`src/rtl/movegen_pkg.sv`:
```
// Shared types and constants for the move-generator memory arbiter.
// Requester indices, arbiter state encoding and reset pointer.
package movegen_pkg;

  localparam int NUM_REQ = 4;

  localparam logic [1:0] REQ_ROOK   = 2'd0;
  localparam logic [1:0] REQ_BISHOP = 2'd1;
  localparam logic [1:0] REQ_KNIGHT = 2'd2;
  localparam logic [1:0] REQ_QUEEN  = 2'd3;

  localparam logic [1:0] RR_RESET_PTR = 2'd3;

  typedef enum logic [1:0] {
    ARB_IDLE    = 2'd0,
    ARB_GRANT   = 2'd1,
    ARB_RD_WAIT = 2'd2
  } arb_state_e;

endpackage

```
`src/rtl/movegen_rr_select.sv`:
```
// Combinational winner search over four requests.
// Search starts at ptr+1 and wraps; ptr itself is checked last.
module movegen_rr_select
  import movegen_pkg::*;
(
  input  logic [NUM_REQ-1:0] req,
  input  logic [1:0]         ptr,
  output logic [1:0]         winner,
  output logic               valid
);

  logic [1:0] idx;

  // Walk farthest-to-nearest so the nearest hit after ptr wins.
  always_comb begin
    winner = '0;
    valid  = 1'b0;
    idx    = '0;
    for (int k = NUM_REQ; k >= 1; k--) begin
      idx = ptr + 2'(k);
      if (req[idx]) begin
        winner = idx;
        valid  = 1'b1;
      end
    end
  end

endmodule

```
`src/rtl/movegen_mem_arbiter.sv`:
```
// Four-way Avalon arbiter: one transaction in flight, one read outstanding.
// Define MOVEGEN_ARB_FIXED_PRIO_EN for fixed priority (default round-robin).
module movegen_mem_arbiter
  import movegen_pkg::*;
(
  input  logic                      clk,
  input  logic                      rst_n,
  input  logic [NUM_REQ-1:0]        req_read,
  input  logic [NUM_REQ-1:0]        req_write,
  input  logic [NUM_REQ-1:0][31:0]  req_address,
  input  logic [NUM_REQ-1:0][31:0]  req_writedata,
  output logic [NUM_REQ-1:0]        req_waitrequest,
  output logic [31:0]               req_readdata,
  output logic [NUM_REQ-1:0]        req_readdatavalid,
  input  logic                      master_waitrequest,
  input  logic [31:0]               master_readdata,
  input  logic                      master_readdatavalid,
  output logic [31:0]               master_address,
  output logic [31:0]               master_writedata,
  output logic                      master_read,
  output logic                      master_write,
  output logic [1:0]                grant_id,
  output logic                      grant_valid
);

  arb_state_e state_q, state_d;
  logic [1:0] grant_id_q, grant_id_d;
  logic [1:0] rr_ptr_q, rr_ptr_d;
  logic [1:0] sel_ptr;
  logic [1:0] winner;
  logic       win_valid;
  logic       in_grant;
  logic       sel_read;
  logic       sel_write;

`ifdef MOVEGEN_ARB_FIXED_PRIO_EN
  assign sel_ptr = RR_RESET_PTR;
`else
  assign sel_ptr = rr_ptr_q;
`endif

  movegen_rr_select u_sel (
    .req    (req_read | req_write),
    .ptr    (sel_ptr),
    .winner (winner),
    .valid  (win_valid)
  );

  assign in_grant  = (state_q == ARB_GRANT);
  assign sel_read  = req_read[grant_id_q];
  assign sel_write = req_write[grant_id_q] & ~sel_read;

  // Next-state: grant, issue, wait for read return.
  always_comb begin
    state_d    = state_q;
    grant_id_d = grant_id_q;
    rr_ptr_d   = rr_ptr_q;
    unique case (state_q)
      ARB_IDLE: begin
        if (win_valid) begin
          state_d    = ARB_GRANT;
          grant_id_d = winner;
          rr_ptr_d   = winner;
        end
      end
      ARB_GRANT: begin
        if (!sel_read && !sel_write) begin
          state_d = ARB_IDLE;
        end else if (!master_waitrequest) begin
          if (sel_write || master_readdatavalid) state_d = ARB_IDLE;
          else                                   state_d = ARB_RD_WAIT;
        end
      end
      ARB_RD_WAIT: begin
        if (master_readdatavalid) state_d = ARB_IDLE;
      end
      default: state_d = ARB_IDLE;
    endcase
  end

  // State registers with synchronous active-low reset.
  always_ff @(posedge clk) begin
    if (!rst_n) begin
      state_q    <= ARB_IDLE;
      grant_id_q <= 2'd0;
      rr_ptr_q   <= RR_RESET_PTR;
    end else begin
      state_q    <= state_d;
      grant_id_q <= grant_id_d;
      rr_ptr_q   <= rr_ptr_d;
    end
  end

  // Command mux and per-requester strobes from the current owner.
  always_comb begin
    master_read       = in_grant & sel_read;
    master_write      = in_grant & sel_write;
    master_address    = in_grant ? req_address[grant_id_q]   : 32'd0;
    master_writedata  = in_grant ? req_writedata[grant_id_q] : 32'd0;
    req_waitrequest   = '1;
    req_readdatavalid = '0;
    if (in_grant && !master_waitrequest)
      req_waitrequest[grant_id_q] = 1'b0;
    if (state_q != ARB_IDLE)
      req_readdatavalid[grant_id_q] = master_readdatavalid;
  end

  assign req_readdata = master_readdata;
  assign grant_id     = grant_id_q;
  assign grant_valid  = (state_q != ARB_IDLE);

endmodule
```
`config.mk`:
```
export PLATFORM = sky130hd
export DESIGN_NAME = movegen_mem_arbiter
export DESIGN_NICKNAME = d
export VERILOG_FILES = /design/src/rtl/movegen_pkg.sv /design/src/rtl/movegen_rr_select.sv /design/src/rtl/movegen_mem_arbiter.sv
export SDC_FILE = /design/constraint.sdc
export NUM_CORES = 1
export LEC_CHECK = 0
export CORE_AREA = 2 2 159 161
export DETAILED_ROUTE_END_ITERATION = 10
export DIE_AREA = 0 0 161 163
export MAX_ROUTING_LAYER = met4
export SLEW_MARGIN = 20
export SYNTH_ARGS = -nofsm -noshare
export SYNTH_HDL_FRONTEND = slang
export SYNTH_SLANG_ARGS = --single-unit
```
`constraint.sdc`:
```
create_clock -name clk -period 1.75 [get_ports clk]
set_input_delay 0.35 -clock clk [delete_from_list [all_inputs] [get_ports clk]]
set_output_delay 0.35 -clock clk [all_outputs]
set_load 0.01 [all_outputs]
```
# Word-level counts from Yosys, hierarchy flattened
# Cells that the tools add are included.
# Widths: inputs -> output; s select.
[word_totals]
reg_bits = 6
in_bits = 300
out_inout_bits = 109
[op_classes]
addsub = 3
magnitude_cmp = 6
n_eq_ne = 5
n_mux = 36
n_bitwise = 7
n_reduce_logical = 11
[op_table]
columns = ["operator", "count"]
rows = [
  ["$bmux 32 s2", 2],
  ["$mux 32", 4],
  ["$mux 2", 9],
  ["$lt 2x3->1 const B", 5],
  ["$bmux 1 s2", 6],
  ["$mux 1", 11],
  ["$mux 4", 2],
  ["$pmux 2 s3", 1],
  ["$add 2x2->2 const B", 2],
  ["$and 4x4->4", 1],
  ["$not 4->4", 1],
  ["$or 4x4->4", 1],
  ["$and 1x1->1", 3],
  ["$logic_and 1x1->1", 3],
  ["$logic_not 1->1", 3],
  ["$ne 3x2->1 const B", 1],
  ["$reduce_and 3->1", 1],
  ["$add 2x1->2 const B", 1],
  ["$demux 1 s2", 1],
  ["$eq 2x1->1 const B", 1],
  ["$eq 2x2->1 const B", 1],
  ["$ge 2x1->1 const B", 1],
  ["$logic_not 2->1", 1],
  ["$ne 2x1->1 const B", 1],
  ["other kinds (5)", 5],
]

# Logic depth before layout (Yosys ltp)
# Gate-level depths: netlist (run 1).
[logic_depth]
depth_word = 9
mapped_depth = 5
depth_no_buf = 4

# Hierarchy
# From an unflattened synthesis (run 1), not the netlist that was laid out.
[hier_totals]
hier_cells = 244
area_unflattened_um2 = 2700.1
[by_module_without_submodules]
columns = ["mod", "instances", "cells_per_inst", "area_per_inst_um2"]
rows = [
  ["movegen_mem_arbiter", 1, 230, 2608.8],
  ["movegen_rr_select", 1, 14, 91.3],
]

# Least setup slack after synthesis (run 1)
# OpenSTA, ideal clock, no wires.
[synth_path]
path_type = "register to output"
startpoint = "register grant_id_q[0], in the netlist grant_id[0]"
endpoint = "output port master_address[10]"
arrival_ps = 1590
required_time_ps = 1400
slack_ps = -190
stages_incl_launch_ff = 5
path_buffers = 2
path_cell_list = "dfxtp_1 > buf_4 > buf_2 > mux4_2 > nor2b_1"
[synth_via]
elab_chain_cells = 3
[synth_lines]
columns = ["element", "line_no", "source"]
rows = [
  ["start, declared", "movegen_mem_arbiter.sv:27", "logic [1:0] grant_id_q, grant_id_d;"],
  ["start signal, assigned", "movegen_mem_arbiter.sv:89", "grant_id_q <= grant_id_d;"],
  ["$bmux 32 s2", "movegen_mem_arbiter.sv:98", "master_address = in_grant ? req_address[grant_id_q] : 32'd0;"],
  ["$mux 32 (not written as such)", "movegen_mem_arbiter.sv:98", ""],
  ["$mux 32", "movegen_mem_arbiter.sv:98", ""],
  ["end, declared", "movegen_mem_arbiter.sv:18", "output logic [31:0] master_address,"],
]
# No other way between the ends. The select of a mux whose other input is x is not followed.

# Worst setup path in the final report (run 1)
[layout_path]
startpoint = "register grant_id_q[0], in the netlist grant_id[0]"
endpoint = "output port master_address[4]"
# The elaborated chain is that of the path after synthesis.

==> key figures, run 1 <==
Timing
  – Final setup fails: 66
  – Peak Freq: between 400 and 500 MHz
  – Worst-margin pin slew: 372 ps
  – Slew Limit Headroom: 0.752
  – Fin. max-slew vios: 0
  – Final hold violations: 0
  – Final worst path period need: about 2100 ps
  – RSZ-0062 raised after global routing: yes
  – Final Skew: 2.84 ps
  – Worst setup margin: -351 ps
  – Period Utilization, post-route: 1.20

Outcome
  – Outcome: finished with violations
  – Failing checks: negative setup slack

Routing
  – DRT Pass-1 Iters: 4
  – WL/cell: between 15 and 20 µm
  – Post-Route WL: approximately 16000 µm
  – Initial drt markers: around 110
  – Vias per Instance: around 3.9
  – Vias: around 3600
  – Antenna-violating nets left: 0
  – DRC viols: 0

Global route
  – Global-route usage over all layers: 0.112
  – Largest net degree at the start of global routing: 33
  – Vias in the first global route: about 3700
  – Met1 GRT Util: 0.128
  – Grt total ovfl: 0
  – Met2 usage: 0.204
  – Initial antenna violation count: 0
  – Most Used Layer, Global Route: met2
  – Global-route wire length before repair: 21800 µm
  – Met3 GRT Util: 0.0216

Floorplan
  – Core ar.: around 25000 µm²
  – Die area: 26200 µm²
  – Row count: 58
  – I/O pin count: 409
  – Die X: about 160 µm
  – Die Height: roughly 160 µm
  – Starting density of the core: 0.107

Clock network
  – Total CTS buffers: 3
  – CTS Sinks: 6
  – H-tree lvl count: 1
  – CTS root buffer: clkbuf_16
  – Worst-skew pair later-pin latency: ~230 ps
  – Clock-pin slew on the worst setup and hold paths: 30 ps
  – Hold Buf Count CTS: 0
  – CTS max path bufs: 2
  – CTS tree: yes

Logic synthesis
  – Mean Syn Cell Area: about 11 µm²
  – Prevailing post-synth register cell: dfxtp_1
  – Ys async rst share: 0
  – Post-synth top area cell: mux4_2
  – Register area share after synthesis: 0.0454
  – Yosys Warn Count: 0
  – Area contributors post-synth: mux4_2 (55%), nor2b_1 (16%), buf_4 (9.7%), dfxtp_1 (4.5%), clkbuf_1 (2.0%)
  – Mapped cell area: around 2600 µm²
  – Register bit total from synthesis: 6
  – Yosys cell types: 29
  – Yosys top cell area share: 0.554
  – Post-Synthesis Net Count: 542
  – Post-synthesis cell count: roughly 240
  – Post-synth EDFFs: 0

Cells and area
  – Layout area overhead: 161%
  – Ant. Diodes: 0
  – Final instance area: just under 7000 µm²
  – Fillers: approximately 2600
  – Nets: approximately 900
  – Ratio of cells with drive above 1 in the final layout: 0.384

Worst hold path
  – Min-delay src: rr_ptr_q[0]
  – HP Class: reg -> reg

Critical path
  – Setup crit end kind: output port
  – Critical path startpoint: grant_id[0]
  – Startpoint Class: flip-flop
  – Crit Path Max Fanout: 5
  – Setup CP Type: reg -> out
  – CP arrival: ~1800 ps
  – Startpoint of the worst register-to-register path: grant_id[0]
  – Req. time, crit path: 1400 ps

Placement
  – Dpl hpwl: between 10000 and 15000 µm
  – Placer's final routability congestion estimate: around 0.8
  – Port Buffers: about 340
  – Cell Area, Placed: roughly 6600 µm²

Pwr
  – Pleak: ~2.6 nW
  – Pwr Total: 3.53 mW
  – Pwr dens: approximately 500 nW/µm²
  – Peak supply drop: 0.000381 V

Flow run
  – Max Cap Violations: 0
[synth_stat cells, types with 2 or more instances]
| library cell | number |
|---|---|
| buf_4 | 34 |
| nand2_1 | 7 |
| clkbuf_1 | 14 |
| nor2_1 | 8 |
| buf_2 | 6 |
| inv_1 | 4 |
| o21ai_0 | 4 |
| o211ai_1 | 2 |
| nor3b_1 | 3 |
| dfxtp_1 | 6 |
| mux4_2 | 65 |
| nor3_1 | 2 |
| nand3_1 | 2 |
| a21oi_1 | 3 |
| nand3b_1 | 2 |
| o21a_1 | 2 |
| nor2b_1 | 66 |
[final cells by class]
cell class | instances | area [µm²] | area share
Tap cell | 330 | 413 | 0.0599
Sequential cell | 6 | 129 | 0.0187
Inverter | 4 | 15.0 | 0.00218
Timing Repair Buffer | 407 | 3950 | 0.573
Multi-Input combinational cell | 177 | 2310 | 0.335
Clock buffer | 3 | 75.1 | 0.0109
[critical path: stages (launching register included)]
cell	delay, ps
dfxtp_4	400
buf_8	150
buf_16	150
mux4_2	520
nor2b_1	150
buf_2	140
[power by group]
| group | internal, mW | total, mW | leakage [nW] | switching, mW |
|---|---|---|---|---|
| clock | 0.294 | 0.379 | 0.0370 | 0.0848 |
| combinational | 1.91 | 2.96 | 2.53 | 1.05 |
| sequential | 0.162 | 0.191 | 0.0512 | 0.0292 |
| total | 2.37 | 3.53 | 2.61 | 1.16 |
[registers in the layout, indices dropped and copies added, names as in the netlist]
register  cells
grant_id      2
rr_ptr_q      2
state_q       2
[repair_timing]
item	4_1_cts	5_1_grt
endpoints found under the setup margin	82	75
setup buffers	16	4
gates resized for setup	335	44
pin swaps	4	3
gates cloned	5	0
[placed cells by master, fill, tap and decap left out, types with 2 or more instances in the layout]
master           count
dlymetal6s2s_1       4
nor2b_4             14
nor2_1               6
nand3b_1             2
a21oi_1              3
buf_16               2
o21ai_1              2
nand3_1              2
o21ai_0              2
nand2_1              6
buf_6               27
clkbuf_16            3
mux4_2              66
clkdlybuf4s50_1    260
dlygate4sd2_1        9
nor3_1               2
o211ai_1             2
inv_1                4
dfxtp_4              2
buf_8                7
o21a_1               2
buf_2               53
or4_4                2
dfxtp_1              3
buf_4               31
buf_12              12
nor2b_1             51
[cells by family after synthesis]
kind of cell,share of synthesized area
DFF,0.0454
buffers and inverters,0.135
AOI/OAI and AO/OA,0.0473
and+or+nand+nor,0.209
muxes,0.564
[worst paths after layout]
| path | slack [ps] | endpoint | depth (start not counted) |
|---|---|---|---|
| setup / recovery | -350 | master_address[4] | 5 |
| hold / removal | 580 | rr_ptr_q[0] | 2 |
| setup reg to reg | 70 | state_q[0] | 6 |
| hold reg to reg | 580 | rr_ptr_q[0] | 2 |
[through the flow]
stage          setup WS [ps]  std cells  hold WS (ps)   util  setup TNS, ps
2_1_floorplan           27.2        242           429      -              0
3_3_place_gp            -885        906           563  0.268         -34820
3_5_place_dp            -881        906           567  0.268         -34820
4_1_cts                 -444        929           574  0.278         -26140
5_1_grt                 -400        927           605  0.279         -23340
6_report                -351        927           580  0.279         -19470
[layer usage]
| layer | vias up | wire length [µm] |
|---|---|---|
| met5 | - | 0 |
| met4 | 0 | 299 |
| met3 | 26 | 1270 |
| met2 | 212 | 8330 |
| met1 | 1722 | 6050 |
| li1 | 1623 | - |
No activity file was read; power rests on OpenSTA's default activity.
==> run 2: changes to the inputs <==
==> constraint.sdc (replaced) <==
create_clock -name clk -period 1.9 [get_ports clk]
set_input_delay 0.38 -clock clk [delete_from_list [all_inputs] [get_ports clk]]
set_output_delay 0.38 -clock clk [all_outputs]
set_load 0.01 [all_outputs]
==> run 2 against run 1 <==
The flow still finishes with violations (negative setup slack). Non-clock buffer count increased by 11. First-iteration DRC count grew 11%. Register-to-register slack improved by 170 ps. Sequential cell count stayed put. Sequential power is 7% lower. Critical path depth increased by 1. Via count about the same. Setup slack gained 92 ps. Clock skew barely moved. Global-route usage increased by 1.0 points. Combinational power is 3% lower. Critical endpoint is now master_address[23]. Largest power group unchanged. Highest routed layer unchanged.
==> key figures, run 2 (same netlist as run 1, synthesis figures left out) <==
Timing
  – RSZ-0062 raised after global routing: yes
  – Period Utilization, post-route: 1.14
  – Final worst path period need: between 2000 and 2500 ps
  – Final hold violations: 0 (unchanged)
  – Final setup fails: 70 (+6.1%)
  – Setup_tns: -12910 ps (+6570 ps)
  – Fin. max-slew vios: 0 (unchanged)
  – Peak Freq: between 400 and 500 MHz
  – Final Skew: 3.15 ps (+0.303 ps)
  – Slew Limit Headroom: 0.790 (+0.0376)
  – Hold Slack: 561 ps (-18.6 ps)
  – Worst-margin pin slew: 314 ps (-57.6 ps)
  – Worst setup margin: -259 ps (+92.4 ps)

Clock network
  – Clock-pin slew on the worst setup and hold paths: 30 ps (about the same)
  – Total CTS buffers: 3 (unchanged)
  – CTS root buffer: clkbuf_16
  – H-tree lvl count: 1 (unchanged)
  – Worst-skew pair later-pin latency: 230 ps (about the same)
  – CTS Sinks: 6 (unchanged)
  – CTS tree: yes
  – CTS max path bufs: 2 (unchanged)

Global route
  – Grt total ovfl: 0 (unchanged)
  – Global-route usage over all layers: 0.122 (+0.0102)
  – Largest net degree at the start of global routing: 22 (-33%)
  – Vias in the first global route: 3867 (+3.5%)
  – Global-route wire length before repair: 23700 µm (+8.4%)
  – Initial antenna violation count: 1 (+1)

Critical path
  – Crit Path Max Fanout: 6 (+1)
  – R2R cell count: 6 (unchanged)
  – Crit path max-delay cell type: mux4_2
  – Critical path's largest stage delay: 490 ps (-30 ps)
  – Critical path buffers and inverters: 4 (+1)
  – Req. time, crit path: 1520 ps (+120 ps)
  – Startpoint of the worst register-to-register path: grant_id[0]
  – Startpoint Class: flip-flop
  – CP top delay family: buffers and inverters
  – RR Endpoint: state_q[0]
  – Setup CP Type: reg -> out
  – R2R Setup Slk: 240 ps (+170 ps)
  – Worst path depth: 6 (+1)
  – CP arrival: 1780 ps (+30 ps)
  – Cell Chain, Critical Path: buf_12 > buf_16 > buf_4 > mux4_2 > nor2b_4 > buf_6
  – Setup crit end kind: output port

Floorplan
  – Row count: 58 (unchanged)
  – I/O pin count: 409 (unchanged)
  – Core ar.: 24700 µm² (unchanged)
  – Die Height: 163 µm (unchanged)
  – Starting density of the core: 0.107 (unchanged)
  – Die area: 26200 µm² (unchanged)
  – Die X: 161 µm (unchanged)

Routing
  – WL/cell: 17.6 µm (+2.5%)
  – Vias: 3585 (+0.056%)
  – Vias per Instance: 3.82 (-1.2%)
  – DRC viols: 0 (unchanged)
  – Post-Route WL: 16600 µm (+3.9%)
  – Initial drt markers: 120 (+11%)
  – DRT Pass-1 Iters: 4 (unchanged)
  – Antenna-violating nets left: 0 (unchanged)

Flow run
  – Max Cap Violations: 0 (unchanged)

Cells and area
  – Most frequent cells in the layout: clkdlybuf4s50_1 (266), mux4_2 (66), nor2b_1 (46), buf_2 (44), buf_4 (39)
  – Ratio of cells with drive above 1 in the final layout: 0.387 (+0.00293)
  – Nets: 910 (+1.2%)
  – Layout area overhead: 167%
  – Final core utilization: 0.286 (+0.00629)
  – Commonest non-fill, non-tap cell in the layout: clkdlybuf4s50_1
  – Fillers: 2583 (-1.8%)
  – Cell Count, Final, Fillers Out: 939 (+1.3%)

Outcome
  – Outcome: finished with violations
  – Failing checks: negative setup slack

Worst hold path
  – Min-delay src: rr_ptr_q[0]
  – WHS Path Cells: 2 (unchanged)
  – HP Class: reg -> reg
  – Hold Path End: rr_ptr_q[0]

Pwr
  – Pleak: 2.72 nW (+4.1%)
  – Peak supply drop: 0.000239 V (-37%)
  – Pwr dens: 481 nW/µm² (-6.0%)

Placement
  – Placer's final routability congestion estimate: 0.843 (+4.2%)
  – Worst slack, placed: -677 ps (+204 ps)
  – Dpl hpwl: 13800 µm (+7.1%)
  – Port Buffers: 344 (unchanged)
  – Placed Instances: 915 (+0.99%)
[run 2: cell types whose count changed in the layout (fill, tap and decap cells not counted), sizes merged]
| cell | delta |
|---|---|
| buf | +7 |
| clkdlybuf4s50 | +6 |
| dlygate4sd1 | +1 |
| diode | +1 |
| dlymetal6s2s | -2 |
| clkbuf | -1 |
| clkdlybuf4s15 | -1 |
| bufbuf | +1 |
[run 2: power by group]
part / leakage [nW] / switching (mW) / internal [mW]
clock: 0.0370 / 0.0777 / 0.271
combinational: 2.63 / 1.00 / 1.87
sequential: 0.0511 / 0.0283 / 0.148
[run 2: per-layer routing]
metal / up-vias / wire (µm) / global-route usage
met4: 0 / 211 / 0.0203
met3: 27 / 1330 / 0.0303
met2: 198 / 8140 / 0.210
li1: 1655 / - / -
met5: - / 0 / -
met1: 1705 / 6900 / 0.148
[run 2: worst min-delay path, delay by kind of cell, from the launching register on]
kind	cells	cell delay [ps]
DFF	1	320
buffers and inverters	1	90
AOI/OAI and AO/OA	1	90
[run 2: worst max-delay path by stage]
stage,from,to
2_1_floorplan,grant_id[0],master_address[10]
3_3_place_gp,req_writedata[30],master_writedata[30]
3_5_place_dp,req_read[3],master_write
4_1_cts,grant_id[0],master_address[30]
5_1_grt,grant_id[0],master_address[29]
6_report,grant_id[0],master_address[23]
[run 2: final cells by class]
cell class	instances	area (µm²)	share of cell area
Antenna cell	1	2.50	0.000355
Timing Repair Buffer	418	4100	0.581
Inverter	4	15.0	0.00213
Tap cell	330	413	0.0586
Clock buffer	3	75.1	0.0107
Sequential cell	6	128	0.0181
Multi-Input combinational cell	177	2320	0.329
[run 2: repair_timing]
item / CTS / global route
resized for setup: 327 / 39
hold buffers: 0 / 0
pin swaps: 1 / 3
cloned: 3 / 0
setup endpoints to repair: 76 / 77
setup buffers: 19 / 3
[run 2: stage by stage]
step           total power, mW  cell area, µm²
2_1_floorplan             1.35            2640
3_3_place_gp              2.82            6710
3_5_place_dp              2.83            6710
4_1_cts                   3.38            6950
5_1_grt                   3.60            7050
6_report                  3.39            7050
